**config.mk**
```make
export PLATFORM = sky130hd
export DESIGN_NAME = rr_arb8_dec
export DESIGN_NICKNAME = d
export VERILOG_FILES = /design/src/rtl/rr_arb8_dec.sv
export SDC_FILE = /design/constraint.sdc
export NUM_CORES = 1
export LEC_CHECK = 0
export BUFFER_PORTS_ARGS = -buffer_cell sky130_fd_sc_hd__buf_2
export CAP_MARGIN = 20
export CORE_UTILIZATION = 54
export CTS_BUF_LIST = sky130_fd_sc_hd__clkbuf_8
export CTS_CLUSTER_SIZE = 8
export DETAILED_ROUTE_END_ITERATION = 16
export HOLD_SLACK_MARGIN = 0.12
export PLACE_DENSITY = 0.84
export SKIP_LAST_GASP = 1
export SLEW_MARGIN = 20
export SYNTH_ARGS = -nofsm -noshare
export SYNTH_HDL_FRONTEND = slang
export SYNTH_SLANG_ARGS = --single-unit
```
**constraint.sdc**
```tcl
create_clock -name clk -period 4.9 [get_ports clk]
set_clock_uncertainty 0.1 [all_clocks]
set_input_delay 1.47 -clock clk [delete_from_list [all_inputs] [get_ports clk]]
set_output_delay 1.47 -clock clk [all_outputs]
set_load 0.01 [all_outputs]
```
**src/rtl/rr_arb8_dec.sv**
```systemverilog
// Round-robin arbiter for 8 requesters with a bounded hold time.
// The grant is held as a 3-bit index and decoded to a registered one-hot select.
module rr_arb8_dec #(
  parameter int unsigned MAX_HOLD = 16
) (
  input  logic       clk,
  input  logic       rst_n,
  input  logic [7:0] req,
  output logic [7:0] gnt,
  output logic [2:0] gnt_idx,
  output logic       gnt_vld,
  output logic       tmo,
  output logic [0:0] state_o
);

  localparam logic [0:0] IDLE  = 1'b0;
  localparam logic [0:0] GRANT = 1'b1;

  logic [0:0] state_q, state_d;
  logic [7:0] gnt_q, gnt_d;
  logic [2:0] gnt_idx_q, gnt_idx_d;
  logic       gnt_vld_q, gnt_vld_d;
  logic       tmo_q, tmo_d;
  logic [7:0] hold_cnt_q, hold_cnt_d;
  logic [2:0] last_idx_q, last_idx_d;

  logic       found;
  logic [2:0] win_idx;
  logic [2:0] cand;

  // Circular search starting just after the last served index, so the
  // previous owner is always considered last.
  always_comb begin
    found   = 1'b0;
    win_idx = 3'd0;
    cand    = 3'd0;
    for (int k = 1; k <= 8; k++) begin
      cand = last_idx_q + 3'(k);
      if (!found && req[cand]) begin
        found   = 1'b1;
        win_idx = cand;
      end
    end
  end

  always_comb begin
    state_d    = state_q;
    gnt_d      = gnt_q;
    gnt_idx_d  = gnt_idx_q;
    gnt_vld_d  = gnt_vld_q;
    tmo_d      = 1'b0;
    hold_cnt_d = hold_cnt_q;
    last_idx_d = last_idx_q;
    case (state_q)
      IDLE: begin
        if (found) begin
          state_d    = GRANT;
          gnt_idx_d  = win_idx;
          gnt_d      = 8'd1 << win_idx;
          gnt_vld_d  = 1'b1;
          hold_cnt_d = 8'd1;
        end
      end
      GRANT: begin
        if (!req[gnt_idx_q]) begin
          state_d    = IDLE;
          gnt_d      = 8'd0;
          gnt_vld_d  = 1'b0;
          last_idx_d = gnt_idx_q;
          hold_cnt_d = 8'd0;
        end else if (hold_cnt_q == 8'(MAX_HOLD)) begin
          state_d    = IDLE;
          gnt_d      = 8'd0;
          gnt_vld_d  = 1'b0;
          tmo_d      = 1'b1;
          last_idx_d = gnt_idx_q;
          hold_cnt_d = 8'd0;
        end else begin
          hold_cnt_d = hold_cnt_q + 8'd1;
        end
      end
      default: begin
        state_d   = IDLE;
        gnt_d     = 8'd0;
        gnt_vld_d = 1'b0;
      end
    endcase
  end

  // last_idx resets to 7 so the first search after reset begins at index 0.
  always_ff @(posedge clk or negedge rst_n) begin
    if (!rst_n) begin
      state_q    <= IDLE;
      gnt_q      <= 8'd0;
      gnt_idx_q  <= 3'd0;
      gnt_vld_q  <= 1'b0;
      tmo_q      <= 1'b0;
      hold_cnt_q <= 8'd0;
      last_idx_q <= 3'd7;
    end else begin
      state_q    <= state_d;
      gnt_q      <= gnt_d;
      gnt_idx_q  <= gnt_idx_d;
      gnt_vld_q  <= gnt_vld_d;
      tmo_q      <= tmo_d;
      hold_cnt_q <= hold_cnt_d;
      last_idx_q <= last_idx_d;
    end
  end

  assign gnt     = gnt_q;
  assign gnt_idx = gnt_idx_q;
  assign gnt_vld = gnt_vld_q;
  assign tmo     = tmo_q;
  assign state_o = state_q;

endmodule

```
== Yosys cells after proc, flatten, opt, wreduce, memory -nomap -nowiden ==
Index checks and enable logic that the tools add are counted.

* Input port bits: 10
* Register bits after elaboration: 25
* Output and inout bits: 14

* Add/sub/neg operators: 8
* Eq/ne operators: 4
* Reduce and logical (&&, ||, !) cells: 17
* Order comparisons: 9
* Bitwise logic cells: 1
* Multiplexer cells: 55
* Shift-type cells: 1

{| class="wikitable"
|+ Operators by type and width
! operator !! count
|-
| 2-to-1 mux 8 bit || 6
|-
| less-than comparator 3 x 4 -> 1 bit, second input constant || 9
|-
| one-hot mux 8 bit (2 select lines) || 2
|-
| 2-to-1 mux 3 bit || 10
|-
| binary-select mux 1 bit (select 3 bit) || 9
|-
| 2-to-1 mux 1 bit || 26
|-
| adder 3 bit, second input constant || 4
|-
| adder 8 x 1 -> 8 bit, second input constant || 1
|-
| == test 8 x 5 -> 1 bit, second input constant || 1
|-
| left shift 1 x 3 -> 8 bit, first input constant || 1
|-
| logical AND 1 bit || 7
|-
| logical NOT 1 bit || 7
|-
| adder 3 x 2 -> 3 bit, second input constant || 2
|-
| AND reduction 2 bit || 3
|-
| one-hot mux 1 bit (2 select lines) || 2
|-
| adder 3 x 1 -> 3 bit, second input constant || 1
|-
| inequality test 3 x 2 -> 1 bit, second input constant || 1
|-
| inequality test 2 x 1 -> 1 bit, second input constant || 1
|-
| inequality test 2 bit, second input constant || 1
|-
| NOT 1 bit || 1
|}

== Longest topological paths before layout ==
* Depth in word-level cells: 28
* Gate-level depth with buffers: 13
* Depth with buffers taken out: 9

== Least setup slack after synthesis ==
No wires, ideal clock.

* Path kind: input -> register
* Start: input port req[3]
* End: register gnt_q[0], in the netlist gnt[0]
* Slack: 1.070 ns
* Data required time: 4.678 ns
* Arrival time: 3.609 ns
* Stages: 9
* Library setup time: 0.122 ns
* Cells stage by stage: clkbuf_1 > mux4_2 > mux2_4 > or3_1 > buf_2 > nor3_1 > nor2_1 > and2_4 > a32o_1

* Cells in the longest elaborated chain, start to end: 27
* Elaborated cells on any way between the ends: 55
* Classes of those cells: eq/ne (2); shift (1); mux (37); reduce/logical (15)

{| class="wikitable"
|+ Ends and longest elaborated chain
! element !! RTL line !! source
|-
| from (decl) || 8 || <nowiki>input logic [7:0] req,</nowiki>
|-
| binary-select mux 1 bit (select 3 bit) || 39 || <nowiki>if (!found && req[cand]) begin</nowiki>
|-
| 2-to-1 mux 1 bit (implied by the code) || 39 ||
|-
| 2-to-1 mux 1 bit || 39 ||
|-
| logical NOT 1 bit || 39 ||
|-
| logical AND 1 bit || 39 ||
|-
| 2-to-1 mux 1 bit || 39 ||
|-
| logical NOT 1 bit || 39 ||
|-
| logical AND 1 bit || 39 ||
|-
| (+11 left out) || -- ||
|-
| logical AND 1 bit || 39 ||
|-
| 2-to-1 mux 1 bit || 39 ||
|-
| logical NOT 1 bit || 39 ||
|-
| logical AND 1 bit || 39 ||
|-
| 2-to-1 mux 3 bit || 39 ||
|-
| left shift 1 x 3 -> 8 bit || 59 || <nowiki>gnt_d = 8'd1 << win_idx;</nowiki>
|-
| 2-to-1 mux 8 bit || 56 || <nowiki>if (found) begin</nowiki>
|-
| one-hot mux 8 bit (2 select lines) || 54 || <nowiki>case (state_q)</nowiki>
|-
| to (signal assigned) || 102 || <nowiki>gnt_q <= gnt_d;</nowiki>
|-
| to (decl) || 20 || <nowiki>logic [7:0] gnt_q, gnt_d;</nowiki>
|}

Several ways; a longest one is shown, not always the timed one. The select of a mux whose other input is x is not followed.
A chain may end at the register's enable or synchronous reset.

== Worst setup path after layout ==
* Start: input port req[0]
* End: register gnt_q[7], in the netlist gnt[7]

Same word-level chain as after synthesis.

==> flow_summary.yaml <==
global_routing:
  grt_pass1_wl_um: 8420
  met2_usage_pct: 40.3
  grtUsageTotal_pct: 25.3
  grt_pass1_vias: 1729
  grt_util_met3_pct: 3.60
  use_met1_pct: 35.1
  top_usage_layer: "met2"
  grt_max_degree: 26
  gr-total-overflow: 0
  antenna_found_initial: 0
clocking:
  h-tree-depth: 1
  clockBufferDepth: 2
  cts.repair.resized: 0
  cts.sinks: 25
  tritoncts: "built"
  clockRootBuffer: "clkbuf_8"
  path_clk_slew_ps: 90
  postCtsHoldBufs: 0
  clock_latency_ps: 270
  post_cts_buffers: 0
  cts_buffers: 3
route:
  drc_errors: 0
  drt_iter0_drc: 222
  dr.pass1.iters: 5
  routed_wl_um: 5000
  wire_per_inst_um: 18.3
  num_vias: 1836
  routed_via_density: 6.73
  ant_nets: 0
floorplan:
  design.die.area_sq_um: 4430
  ioPinCount: 24
  row_count: 23
  core_sq_um: 4000
  start_util_pct: 56.2
  fp.dieH_um: 66.5
  die_x_um: 66.5
yosys:
  netlist_top_cells_area: "dfrtp_1 (24%), mux4_2 (21%), mux2i_1 (5.3%), mux2_2 (4.0%), o21ai_0 (3.8%)"
  synth_cell_types: 54
  syn_avg_cell_area_sq_um: 10.6
  post-synth-top-area-cell: "dfrtp_1"
  ys_ff_latch: 25
  yosys.area_share.simple_pct: 13.7
  synthCells: 212
  synth-adder-area-share_pct: 2.23
  async_reset_ff_share_pct: 100
  synth_edf_count: 0
  netlist_area_sq_um: 2250
  synthXorXnorAreaFrac_pct: 2.73
  synthMuxAreaShare_pct: 31.6
  synth_compound_area_share_pct: 16.2
  seq_area_frac_synth_pct: 28.0
  ys_warn_count: 0
  synth_top_family_by_area: "multiplexers"
  yosys.area.top_type_share_pct: 24.5
  synth_top_flop_cell: "dfrtp_1"
  synth.net_count: 226
setup_path:
  slowest_stage: "mux4_2"
  r2r-start: "last_idx_q[1]"
  critPathMaxFanout: 11
  slowest_delay_ps: 570
  cp.arrival_ps: 4060
  crit_start: "req[0]"
  startpoint_type: "primary input"
  path_class: "in -> reg"
  end_kind: "register"
  worstPathRequired_ps: 5010
  crit_chain: "buf_2 > mux4_2 > mux2_2 > nor4_2 > o21ai_0 > a32oi_1 > a32o_1"
place:
  post-place-ws_ps: 722
  place_hpwl_um: 3740
  port_buffers: 23
  gp_congestion: 0.938
  dp_cells: 269
final_layout:
  num-fill-cells: 321
  area_growth_pct: 6.57
  final_common_cell: "buf_2"
  layout.nets: 238
  antenna_cells: 0
  fin_cells: 273
  layout-drive-gt1-share_pct: 31.8
  final_cell_mix: "buf_2 (23), dfrtp_1 (22), mux4_2 (21)"
timing:
  hold_viol: 0
  slew_headroom_pct: 55.4
  final.setup.worst_slack_ps: 945
  drv_slew: 0
  period_minus_slack_ps: 3950
  setup_tns_ps: 0
  tightest_slew_ps: 662
  fmax_ghz: 0.253
  rsz0062_at_grt: "false"
  period_share_pct: 80.7
  setup_viol_count_final: 0
hold_path:
  hp-start: "gnt_vld"
  min_path_type: "reg -> reg"
flow_run:
  cap_violations: 0
run_status:
  status: "complete, no violations"
-- final timing paths --
| kind | to | slack (ps) | cells after the start |
|---|---|---|---|
| min | gnt_vld | 390 | 1 |
| max reg2reg | gnt[7] | 1100 | 9 |
| min in group asynchronous | gnt[4] | 1070 | 1 |
| min reg2reg | gnt_vld | 390 | 1 |
| max | gnt[7] | 950 | 7 |
| max in group asynchronous | last_idx_q[2] | 3260 | 1 |
-- area by class of cell --
cell class | count | area [sq um] | area share, %
Multi-Input combinational cell | 162 | 1500 | 62.4
Timing Repair Buffer | 26 | 138 | 5.74
Clock buffer | 3 | 41.3 | 1.72
Inverter | 6 | 22.5 | 0.940
Sequential cell | 25 | 629 | 26.3
Clock inverter | 1 | 7.51 | 0.313
Tap cell | 50 | 62.6 | 2.61
-- routing by layer --
layer	routed length, um	up-vias
met3	311	9
met1	2140	904
met2	2460	81
met4	87	0
met5	0	-
li1	-	842
-- critical path, delay by kind of cell --
family          cells  cell delay (ps)
simple gates        1              430
compound gates      3             1070
buf+inv             1              160
mux                 2              910
-- cell families after synthesis --
kind of cell,Yosys count
xor+xnor,7
fa+ha+maj,4
compound gates,51
mux,43
flops,25
buf+inv,25
simple gates,57
-- Yosys cell counts (3+ instances only) --
| library cell | number |
|---|---|
| nor3_1 | 4 |
| mux2i_1 | 12 |
| clkbuf_1 | 9 |
| nor2_1 | 15 |
| buf_2 | 6 |
| and3_1 | 4 |
| dfrtp_1 | 22 |
| xor2_1 | 5 |
| dfstp_2 | 3 |
| nand3_1 | 6 |
| o21ai_0 | 17 |
| a32oi_1 | 3 |
| ha_1 | 4 |
| mux4_2 | 21 |
| a21oi_1 | 5 |
| mux2_2 | 8 |
| inv_1 | 6 |
| a32o_1 | 7 |
| nand2_1 | 11 |
-- registers in the layout, summed over array words and instances (netlist names) --
register / count
gnt: 8
gnt_idx: 3
gnt_vld: 1
hold_cnt_q: 8
last_idx_q: 3
state_o: 1
tmo: 1
-- metrics by stage --
| step | utilization [%] | cell area, sq um | hold WS, ps |
|---|---|---|---|
| global placement | 58.7 | 2350 | 362 |
| global route | 59.9 | 2400 | 416 |
| floorplan | - | 2250 | 379 |
| detailed placement | 58.7 | 2350 | 369 |
| finish | 59.9 | 2400 | 388 |
| CTS | 59.9 | 2400 | 396 |
Power is left out: the tool's default activity adds up to more than one toggle a clock period on the data nets, which glitch-free logic cannot reach.
